==> config.mk <==
export PLATFORM = sky130hd
export DESIGN_NAME = seqdet_scan_ctrl
export DESIGN_NICKNAME = d
export VERILOG_FILES = /design/src/rtl/seqdet_scan_ctrl.sv
export SDC_FILE = /design/constraint.sdc
export NUM_CORES = 1
export LEC_CHECK = 0
export BUFFER_PORTS_ARGS = -buffer_cell sky130_fd_sc_hd__buf_2
export CAP_MARGIN = 5
export CORE_MARGIN = 2
export CORE_UTILIZATION = 59
export CTS_CLUSTER_DIAMETER = 40
export DETAILED_ROUTE_END_ITERATION = 10
export PLACE_DENSITY = 0.81
export SLEW_MARGIN = 25
export SYNTH_ARGS = -nofsm -noshare
export SYNTH_HDL_FRONTEND = slang
export SYNTH_SLANG_ARGS = --single-unit
==> constraint.sdc <==
create_clock -name clk -period 3.3 [get_ports clk]
set_input_delay 0.495 -clock clk [delete_from_list [all_inputs] [get_ports clk]]
set_output_delay 0.495 -clock clk [all_outputs]
set_load 0.01 [all_outputs]
==> src/rtl/seqdet_scan_ctrl.sv <==
// Programmable serial-pattern detector controller: latches a pattern/config on start,
// counts overlapping matches on bit a and ends the window on target, timeout or abort.
module seqdet_scan_ctrl #(
  parameter int unsigned PAT_W = 8,
  parameter int unsigned LEN_W = 4,
  parameter int unsigned CNT_W = 8,
  parameter int unsigned TMO_W = 16
) (
  input  logic             clk,
  input  logic             rst,
  input  logic             start,
  input  logic             abort,
  input  logic [PAT_W-1:0] pat_in,
  input  logic [LEN_W-1:0] pat_len,
  input  logic [CNT_W-1:0] match_target,
  input  logic [TMO_W-1:0] timeout,
  input  logic             a,
  output logic             busy,
  output logic             match_pulse,
  output logic [CNT_W-1:0] match_cnt,
  output logic             done,
  output logic             timed_out,
  output logic             err
);

  typedef enum logic [1:0] {
    IDLE = 2'd0,
    SCAN = 2'd1,
    DONE = 2'd2
  } state_t;

  localparam logic [LEN_W-1:0] PAT_W_L = LEN_W'(PAT_W);

  state_t           state_q, state_d;
  logic [PAT_W-1:0] pat_q, sr_q, win, mask;
  logic [LEN_W-1:0] len_q, fill_q, fill_inc;
  logic [CNT_W-1:0] tgt_q, cnt_q, cnt_inc;
  logic [TMO_W-1:0] tmo_q, bcnt_q, bcnt_inc;
  logic             mpulse_q, tout_q, err_q;
  logic             cfg_bad, hit, final_hit, tmo_hit;

  // Match evaluation includes the bit being sampled on this edge.
  always_comb begin
    cfg_bad   = (pat_len == '0) || (pat_len > PAT_W_L) || (match_target == '0);
    win       = {sr_q[PAT_W-2:0], a};
    mask      = ~({PAT_W{1'b1}} << len_q);
    fill_inc  = (fill_q == PAT_W_L) ? fill_q : fill_q + 1'b1;
    bcnt_inc  = (&bcnt_q) ? bcnt_q : bcnt_q + 1'b1;
    cnt_inc   = cnt_q + 1'b1;
    hit       = (fill_inc >= len_q) && (((win ^ pat_q) & mask) == '0);
    final_hit = hit && (cnt_inc == tgt_q);
    tmo_hit   = (tmo_q != '0) && (bcnt_inc == tmo_q);
  end

  always_ff @(posedge clk or posedge rst) begin
    if (rst) state_q <= IDLE;
    else     state_q <= state_d;
  end

  always_comb begin
    state_d = state_q;
    case (state_q)
      IDLE: if (start) state_d = cfg_bad ? DONE : SCAN;
      SCAN: begin
        if (abort)                      state_d = IDLE;
        else if (final_hit || tmo_hit)  state_d = DONE;
      end
      DONE:    state_d = IDLE;
      default: state_d = IDLE;
    endcase
  end

  always_comb begin
    busy = (state_q == SCAN);
    done = (state_q == DONE);
  end

  assign match_pulse = mpulse_q;
  assign match_cnt   = cnt_q;
  assign timed_out   = tout_q;
  assign err         = err_q;

  always_ff @(posedge clk or posedge rst) begin
    if (rst) begin
      pat_q    <= '0;
      len_q    <= '0;
      tgt_q    <= '0;
      tmo_q    <= '0;
      sr_q     <= '0;
      fill_q   <= '0;
      bcnt_q   <= '0;
      cnt_q    <= '0;
      mpulse_q <= 1'b0;
      tout_q   <= 1'b0;
      err_q    <= 1'b0;
    end else begin
      mpulse_q <= 1'b0;
      case (state_q)
        IDLE: begin
          if (start) begin
            pat_q  <= pat_in;
            len_q  <= pat_len;
            tgt_q  <= match_target;
            tmo_q  <= timeout;
            sr_q   <= '0;
            fill_q <= '0;
            bcnt_q <= '0;
            cnt_q  <= '0;
            tout_q <= 1'b0;
            err_q  <= cfg_bad;
          end
        end
        SCAN: begin
          // abort freezes everything, so a same-edge match is neither counted nor pulsed
          if (!abort) begin
            sr_q   <= win;
            fill_q <= fill_inc;
            bcnt_q <= bcnt_inc;
            if (hit) begin
              cnt_q    <= cnt_inc;
              mpulse_q <= 1'b1;
            end
            if (tmo_hit && !final_hit) tout_q <= 1'b1;
          end
        end
        default: ;
      endcase
    end
  end

endmodule
==> flow_summary.ini, run 1 <==
[timing]
setup_violations = 0
highest_attainable_clock_frequency_mhz = 360
worst_slew_margin_rel_pct = 51.7
layout_min_cycle_time_ns = 2.78
timing.final.crit_share_pct = 84.2
final_setup_skew_ns = 0.0124
timing_worst_slew_pin_value_ns = 0.723
grt_setup_unrepaired = no
final.hold.worst_slack_ns = 0.233
setup_tns_ns = 0
report.final.slew_viol_count = 0
finalHoldViolations = 0

[logic_synthesis]
postSynthAreaPerCell_um2 = 8.71
ys_warn_count = 0
synth_top_flop_cell = dfrtp_1
seq_total_area_yosys_pct = 42.4
synth.ff_latch_count = 76
asyncSetResetFlopFracSynth_pct = 100
synth.top_cells.by_area = dfrtp_1, nand2_1, xnor2_1, o21ai_0, xor2_1
netlist_instances = 515
netlist_area_mm2 = 0.00449
synth_top_cell_area_share_pct = 42.4
syn-num-nets = 564
synth_enable_flop_cells = 0
synth_largest_area_cell = dfrtp_1
yosys.cell_types.count = 66

[critical_path]
worst-endpoint-arrival_ns = 3.04
worst_setup_path_startpoint = fill_q[0]$_DFFE_PP0P_
cp_data_required_time_ns = 3.56
timing.critical_path.to = match_cnt[3]$_DFFE_PP0P_
setup_crit_end_kind = flop
worstPathMaxFanout = 9
critical_path_class = reg -> reg
reg_to_reg_critical_path_startpoint = fill_q[0]$_DFFE_PP0P_
timing.critical_path.from_type = flop
r2r_cells = 13
destination_of_the_worst_register_to_register_timing_path = match_cnt[3]$_DFFE_PP0P_
timing.reg2reg.setup_slack_ns = 0.52

[floorplan]
die_width_um = 91.2
starting_density_of_the_core_pct = 61.5
floorplan.die_area_mm2 = 0.00832
die_h_um = 91.2
num_rows = 31
design.portCount = 54
coreArea_mm2 = 0.00729

[route]
detail_route.iter0.violations = 296
vias = 3946
detail_route.drc_violations = 0
routed_wl_um = 10700
viasPerCell = 5.99
wl_per_cell_um = 16.2
firstDrtPassIters = 5
ant_nets = 0

[job]
drv.max_cap_violation_count = 0

[power_and_ir_drop]
total_power_mw = 2.99
sw_share_pct = 36.9
power_spent_charging_and_discharging_nets_mw = 1.11
clock_power_share_pct = 24.4
static-leakage-power_nw = 2.38
power.density_mw_per_mm2 = 600
power.share.sequential_pct = 45.1
power.ir.vdd_worst_mv = 0.380
int_pwr_mw = 1.89
combinationalPowerShare_pct = 30.4

[cells_and_area]
most-common-layout-cells = nand2_1, dfrtp_1, buf_2
finalInstanceArea_mm2 = 0.00498
p_r_area_growth_vs_syn_pct = 11.0
nNetsFinal = 604
n_antenna_cell = 0
layout-drive-gt1-share_pct = 16.8
layout_commonest_cell = nand2_1

[hold_path]
min-delay-path-class = in -> async

[clock_network]
clk_pin_slew_ns = 0.08
post_cts_buffers = 0
cts_hold_repair.buffers = 0
later_pin_clock_latency_in_the_skew_report_ns = 0.36
cts-root-buf = clkbuf_8
clock_net_sink_count = 76
cts_max_level = 3
clock_path_buffers = 2
post_cts_resized = 0
cts_inserted_buffers = 9
cts_tree = yes

[placed_design]
final_weighted_congestion_in_routability_driven_placement = 0.941
postPlaceCellArea_mm2 = 0.00479
detailed_place_hpwl_um = 7650
portBuffers = 53

[global_routing]
grt_pass1_wl_um = 18400
grt_start_max_net_pins = 48
initial_antenna_violation_count = 0
global_route.overflow_total = 0
grt_pass1_vias = 3826
grtUsageTotal_pct = 27.4

[status]
status = completed
metrics by stage:
step	instances	utilization, %	setup slack (ns)
floorplan	515	-	0.807
global placement	643	65.6	0.719
detailed placement	643	65.6	0.557
CTS	659	68.3	0.541
global route	659	68.3	0.256
finish	659	68.3	0.521
layer usage:
metal / GRT usage, % / routed length, um / vias to the layer above
li1: - / - / 1873
met1: 38.9 / 4780 / 1885
met2: 42.3 / 5020 / 160
met3: 3.82 / 634 / 28
met4: 11.7 / 274 / 0
met5: 0 / 0 / -
final cells by class:
type                       instances  area, um^2
multi-input combinational        396        2400
fill                             601        2310
inverter                          12        45.0
timing repair buffer              60         318
tap                               99         124
clock buffer                      13         149
sequential                        76        1900
clock inverter                     3        46.3
synth_stat cells, types with 4 or more instances:
cell,count
clkbuf_1,16
xnor2_1,29
o31ai_1,7
inv_1,12
a31oi_1,7
a21oi_1,12
o21ai_0,41
buf_2,10
nand2_1,136
nand3_1,16
nor3_1,5
and3_1,4
dfrtp_1,76
xor2_1,12
and2_1,4
nor2_1,21
nor4_1,7
o21a_1,6
mux2i_1,5
nand2b_1,6
nand4_1,10
a22o_1,4
ha_1,8
worst min-delay path by stage:
stage | from | endpoint | slack [ns] | cells after the start
final | rst | tmo_q[6]$_DFFE_PP0P_ | 0.23 | 2
after global placement | err$_DFFE_PP0P_ | err$_DFFE_PP0P_ | 0.47 | 1
after CTS | rst | tmo_q[13]$_DFFE_PP0P_ | 0.25 | 2
after detailed placement | tgt_q[0]$_DFFE_PP0P_ | tgt_q[0]$_DFFE_PP0P_ | 0.48 | 2
after floorplan | pat_q[3]$_DFFE_PP0P_ | pat_q[3]$_DFFE_PP0P_ | 0.47 | 2
after global routing | rst | tmo_q[13]$_DFFE_PP0P_ | 0.30 | 2
state kept, by name (all words and copies together) (netlist names):
register / count
err: 1
fill_q: 4
tmo_q: 16
bcnt_q: 16
match_pulse: 1
pat_q: 8
tgt_q: 8
match_cnt: 8
timed_out: 1
state_q: 2
sr_q: 7
len_q: 4
worst max-delay path: stages (launching register included):
cell	delay (ns)
dfrtp_1	0.41
inv_1	0.11
ha_1	0.16
nand2_1	0.06
nor2_1	0.13
xnor2_1	0.15
ha_1	0.26
nand2b_1	0.14
a2111oi_0	0.41
nor3_1	0.11
o211ai_1	0.19
a21o_1	0.32
o21ai_0	0.15
o31ai_1	0.10
power groups by stage:
stage	sequential [mW]	clock [mW]	combinational, mW
after global routing	1.38	0.769	1.03
after global placement	1.35	0	0.859
after detailed placement	1.36	0	0.898
after CTS	1.34	0.735	0.904
after floorplan	1.29	0	0.693
final	1.35	0.730	0.911
cell families (layout without fill, tap and decap cells):
logic type               Yosys count  count (layout)  share of synthesized area, %
buffers and inverters             43              88                          4.18
adder cells (fa/ha/maj)            8               8                          2.23
XOR/XNOR                          41              41                          8.00
flip-flops                        76              76                          42.4
AND/OR/NAND/NOR                  236             236                          26.7
AO/OA/AOI/OAI                    106             106                          15.4
multiplexers                       5               5                          1.12
Power figures use the tool's default switching activity.
==> run 2, diff against run 1 <==
==> constraint.sdc (replaced) <==
create_clock -name clk -period 2.8 [get_ports clk]
set_input_delay 0.42 -clock clk [delete_from_list [all_inputs] [get_ports clk]]
set_output_delay 0.42 -clock clk [all_outputs]
set_load 0.01 [all_outputs]
==> run 2 against run 1 <==
- power grew 17%
- largest cell class unchanged
- final cell count rose by 1.1%
- clock skew up 0.0026 ns
- highest routed layer unchanged
- largest power group unchanged
- wire length grew 1.6%
- sequential share of layout area shrank 0.44 points
- critical endpoint is now match_cnt[5]$_DFFE_PP0P_
- die area unchanged
- fmax up 5.9%
- hold slack got worse by 0.078 ns
==> flow_summary.ini, run 2 (synthesis results as in run 1) <==
[cells_and_area]
layout_commonest_cell = nand2_1
reg_top3 = bcnt_q: 16 flops, tmo_q: 16 flops
final_core_utilization_pct = 69.1
n_antenna_cell = 0
most-common-layout-cells = nand2_1, dfrtp_1, buf_2
p_r_area_growth_vs_syn_pct = 12.3
nNetsFinal = 611
layout-drive-gt1-share_pct = 18.5

[global_routing]
global_route.overflow_total = 0
initial_antenna_violation_count = 0
grt_pass1_vias = 3932
grt_pass1_wl_um = 18900
grtUsageTotal_pct = 27.9
grt_start_max_net_pins = 48

[hold_path]
min-delay-path-class = in -> async

[critical_path]
worst-endpoint-arrival_ns = 2.87
critical_path_class = reg -> reg
timing.critical_path.from_type = flop
worstPathMaxFanout = 5
cp_data_required_time_ns = 3.04
setup_crit_end_kind = flop

[job]
drv.max_cap_violation_count = 0

[clock_network]
cts_tree = yes
clk_pin_slew_ns = 0.09
clock_net_sink_count = 76
clock_path_buffers = 2
cts_inserted_buffers = 9
cts_max_level = 3
cts-root-buf = clkbuf_8
later_pin_clock_latency_in_the_skew_report_ns = 0.36

[route]
vias = 3979
ant_nets = 0
detail_route.iter0.violations = 360
routed_wl_um = 10900
viasPerCell = 5.97
wl_met2_um = 5200
firstDrtPassIters = 5
detail_route.drc_violations = 0
met3_wirelength_um = 606
m1WireLength_um = 4900
top_signal_layer_used = met4
wl_per_cell_um = 16.3

[timing]
finalHoldViolations = 0
timing.final.crit_share_pct = 93.7
layout_min_cycle_time_ns = 2.62
setup_violations = 0
timing_worst_slew_pin_value_ns = 0.684
final_setup_skew_ns = 0.0150
highest_attainable_clock_frequency_mhz = 381
report.final.slew_viol_count = 0
worst_slew_margin_rel_pct = 54.4

[power_and_ir_drop]
combinationalPowerShare_pct = 32.5
power.share.sequential_pct = 44.9
clock_power_share_pct = 22.6
total_power_mw = 3.50
power_spent_charging_and_discharging_nets_mw = 1.31
power.ir.vdd_worst_mv = 0.478
static-leakage-power_nw = 2.41
power.density_mw_per_mm2 = 695
int_pwr_mw = 2.20
sw_share_pct = 37.4

[floorplan]
die_h_um = 91.2
die_width_um = 91.2
floorplan.die_area_mm2 = 0.00832
design.portCount = 54
num_rows = 31
starting_density_of_the_core_pct = 61.5
coreArea_mm2 = 0.00729

[status]
status = completed

[placed_design]
portBuffers = 53
final_weighted_congestion_in_routability_driven_placement = 0.949
detailed_place_hpwl_um = 7710
## run 2: path summary, 6_finish.rpt
path / startpoint / endpoint / slack (ns) / cells past startpoint
max in group asynchronous: rst / fill_q[1]$_DFFE_PP0P_ / 1.95 / 3
setup / recovery: fill_q[0]$_DFFE_PP0P_ / match_cnt[5]$_DFFE_PP0P_ / 0.18 / 13
min in group clk: timeout[2] / tmo_q[2]$_DFFE_PP0P_ / 0.25 / 3
hold reg to reg: pat_q[0]$_DFFE_PP0P_ / pat_q[0]$_DFFE_PP0P_ / 0.51 / 2
hold / removal: rst / bcnt_q[10]$_DFFE_PP0P_ / 0.16 / 2
setup reg to reg: fill_q[0]$_DFFE_PP0P_ / match_cnt[5]$_DFFE_PP0P_ / 0.18 / 13
## run 2: critical path, cell delays in order, from the launching register on
cell and delay, ns:
dfrtp_1 0.38, inv_1 0.09, ha_1 0.16, nand2_1 0.09, nor2_2 0.12, xnor2_1 0.15, ha_1 0.26, nand2b_1 0.15
a2111oi_2 0.30, nor3_1 0.10, o211ai_1 0.23, a21o_1 0.28, o21ai_0 0.12, o41ai_1 0.09
## run 2: timing repair
action | 4_1_cts | 5_1_grt
setup buffers | 0 | 1
gates resized for setup | 0 | 5
gates cloned | 1 | 0
hold buffers | 0 | 0
pin swaps | 1 | 3
setup endpoints to repair | 1 | 12
## run 2: power by group through the flow
stage	sequential, mW	clock, mW	combinational (mW)
floorplan	1.52	0	0.816
global placement	1.58	0	1.03
detailed placement	1.59	0	1.08
CTS	1.57	0.801	1.10
global route	1.60	0.857	1.28
finish	1.57	0.791	1.14
## run 2: metal layers
layer  vias to the layer above  global-route usage (%)
li1                       1889                       -
met1                      1939                    39.0
met2                       134                    44.8
met3                        17                    4.90
met4                         0                    8.33
met5                         -                       0
## run 2: area by class of cell
class | count | area (um^2)
Inverter | 12 | 45.0
Clock inverter | 4 | 31.3
Fill cell | 603 | 2250
Sequential cell | 76 | 1900
Multi-Input combinational cell | 397 | 2420
Timing Repair Buffer | 66 | 363
Tap cell | 99 | 124
Clock buffer | 12 | 155
## run 2: through the flow
stage | hold slack [ns] | instances | instance area (um^2) | setup slack (ns) | TNS [ns]
finish | 0.155 | 666 | 5040 | 0.176 | 0
global route | 0.220 | 666 | 5040 | -0.00958 | -0.00958
CTS | 0.183 | 665 | 5020 | 0.0382 | 0
detailed placement | 0.486 | 648 | 4820 | -0.00346 | -0.00346
global placement | 0.472 | 648 | 4820 | 0.228 | 0
floorplan | 0.465 | 515 | 4490 | 0.307 | 0
==> run 3, diff against run 2 <==
--- a/config.mk
+++ b/config.mk
@@ -7,6 +7,7 @@
 export LEC_CHECK = 0
 export BUFFER_PORTS_ARGS = -buffer_cell sky130_fd_sc_hd__buf_2
 export CAP_MARGIN = 5
+export CORE_ASPECT_RATIO = 0.8
 export CORE_MARGIN = 2
 export CORE_UTILIZATION = 59
 export CTS_CLUSTER_DIAMETER = 40
==> run 3 against run 2 <==
- count of clock-buffer cells in the layout unchanged
- global-route usage decreased by 0.68 points
- die area about the same
- via count decreased by 0.10%
- fmax about the same
- worst setup slack improved by 0.00054 ns
- sequential cell count unchanged
==> flow_summary.ini, run 3 (synthesis results as in run 1) <==
[status]
status = completed

[cells_and_area]
final_core_utilization_pct = 68.3
sequential_cell_area_mm2 = 0.00190
layout.filler_cells = 570
n_antenna_cell = 0
most-common-layout-cells = nand2_1, dfrtp_1, buf_2
reg_top3 = bcnt_q: 16 flops, tmo_q: 16 flops
finalInstanceArea_mm2 = 0.00505
nNetsFinal = 606
layout-drive-gt1-share_pct = 17.6
p_r_area_growth_vs_syn_pct = 12.5
layout_commonest_cell = nand2_1
multi_input_comb_area_mm2 = 0.00242

[global_routing]
grt_pass1_wl_um = 17500
initial_antenna_violation_count = 0
global_route.overflow_total = 0
grt_start_max_net_pins = 48
grt_pass1_vias = 3569
grtUsageTotal_pct = 27.3

[clock_network]
cts_tree = yes
cts-root-buf = clkbuf_8
cts_max_level = 3
clk_pin_slew_ns = 0.08
clock_net_sink_count = 76
later_pin_clock_latency_in_the_skew_report_ns = 0.36
cts_hold_repair.buffers = 0
cts_inserted_buffers = 9
clock_path_buffers = 2

[critical_path]
cp_data_required_time_ns = 3.05
timing.critical_path.from_type = flop
crit_path_cells = inv_1 > ha_1 > nand2_1 > nor2_2 > xnor2_1 > ha_1 > nand2b_1 > a2111oi_2 > nor3_1 > o211ai_1 > a21o_2 > o21ai_0 > o41ai_1
worst_setup_path_startpoint = fill_q[0]$_DFFE_PP0P_
crit_path_top_delay_cell = dfrtp_1
path_common_cell = ha_1
worstPathMaxFanout = 5
critical_path_class = reg -> reg
setup_crit_end_kind = flop
worst-endpoint-arrival_ns = 2.87
cp_max_stage_delay_ns = 0.40
reg_to_reg_critical_path_startpoint = fill_q[0]$_DFFE_PP0P_

[power_and_ir_drop]
power.ir.vdd_worst_mv = 0.458
power.density_mw_per_mm2 = 721
static-leakage-power_nw = 2.41

[placed_design]
postPlaceCellArea_mm2 = 0.00481
portBuffers = 53
detailed_place_hpwl_um = 7600
final_weighted_congestion_in_routability_driven_placement = 0.995

[route]
viasPerCell = 5.96
ant_nets = 0
vias = 3975
wl_per_cell_um = 16.3
detail_route.iter0.violations = 329
detail_route.drc_violations = 0
firstDrtPassIters = 5
routed_wl_um = 10800

[hold_path]
min-delay-path-class = in -> async

[floorplan]
num_rows = 28
die_width_um = 102
die_h_um = 82.0
floorplan.die_area_mm2 = 0.00832
starting_density_of_the_core_pct = 60.7
coreArea_mm2 = 0.00739
design.portCount = 54

[timing]
grt_setup_unrepaired = no
setup_violations = 0
timing_worst_slew_pin_value_ns = 0.979
worst_slew_margin_rel_pct = 34.6
report.final.slew_viol_count = 0
setup_tns_ns = 0
finalHoldViolations = 0
final_setup_skew_ns = 0.0120
timing.final.crit_share_pct = 93.7
highest_attainable_clock_frequency_mhz = 381
layout_min_cycle_time_ns = 2.62

[job]
drv.max_cap_violation_count = 0
## run 3: through the flow
stage / setup slack (ns) / cells / hold WS (ns) / power [mW]
CTS: 0.00684 / 665 / 0.190 / 3.60
detailed placement: 0.0123 / 649 / 0.476 / 2.67
finish: 0.176 / 667 / 0.168 / 3.64
floorplan: 0.307 / 515 / 0.465 / 2.33
global placement: 0.220 / 649 / 0.470 / 2.60
global route: 0.00446 / 667 / 0.223 / 3.86
## run 3: power breakdown
part           internal, mW  switching (mW)  total, mW  leakage [nW]
sequential             1.33           0.265       1.59         0.995
combinational         0.485           0.639       1.12          1.31
clock                 0.526           0.400      0.925         0.107
## run 3: critical path, delay by kind of cell, from the launching register on
kind	cells	cell delay, ns
compound gates	5	1.02
buf+inv	1	0.11
simple gates	4	0.44
flops	1	0.40
xor+xnor	1	0.15
fa+ha+maj	2	0.41
## run 3: repair_timing
action                                  4_1_cts  5_1_grt
endpoints found under the setup margin        1       11
gates cloned                                  0        1
resized for setup                             0        4
pin swaps                                     1        2
buffers inserted                              0        1
## run 3: cell type report
type	instances	share of cell area [%]
clock buffer	12	2.87
clock inverter	4	1.44
inverter	12	0.892
multi-input combinational	397	47.8
sequential	76	37.7
tap	105	2.60
timing repair buffer	61	6.69
## run 3: routing by layer
layer	up-vias	GRT usage [%]	wire [um]
met5	-	0	0
met4	0	8.24	124
met3	15	5.36	798
met2	181	41.3	4860
met1	1898	39.7	5060
li1	1881	-	-
## run 3: path summary, 6_finish.rpt
path | cells past startpoint | slack, ns | to
worst max-delay path | 13 | 0.18 | match_cnt[5]$_DFFE_PP0P_
worst min-delay path | 2 | 0.17 | match_pulse$_DFF_PP0_
worst max register to register | 13 | 0.18 | match_cnt[5]$_DFFE_PP0P_
worst min register to register | 1 | 0.49 | err$_DFFE_PP0P_
max in group asynchronous | 3 | 1.93 | sr_q[1]$_DFFE_PP0P_
min in group clk | 3 | 0.25 | tmo_q[0]$_DFFE_PP0P_
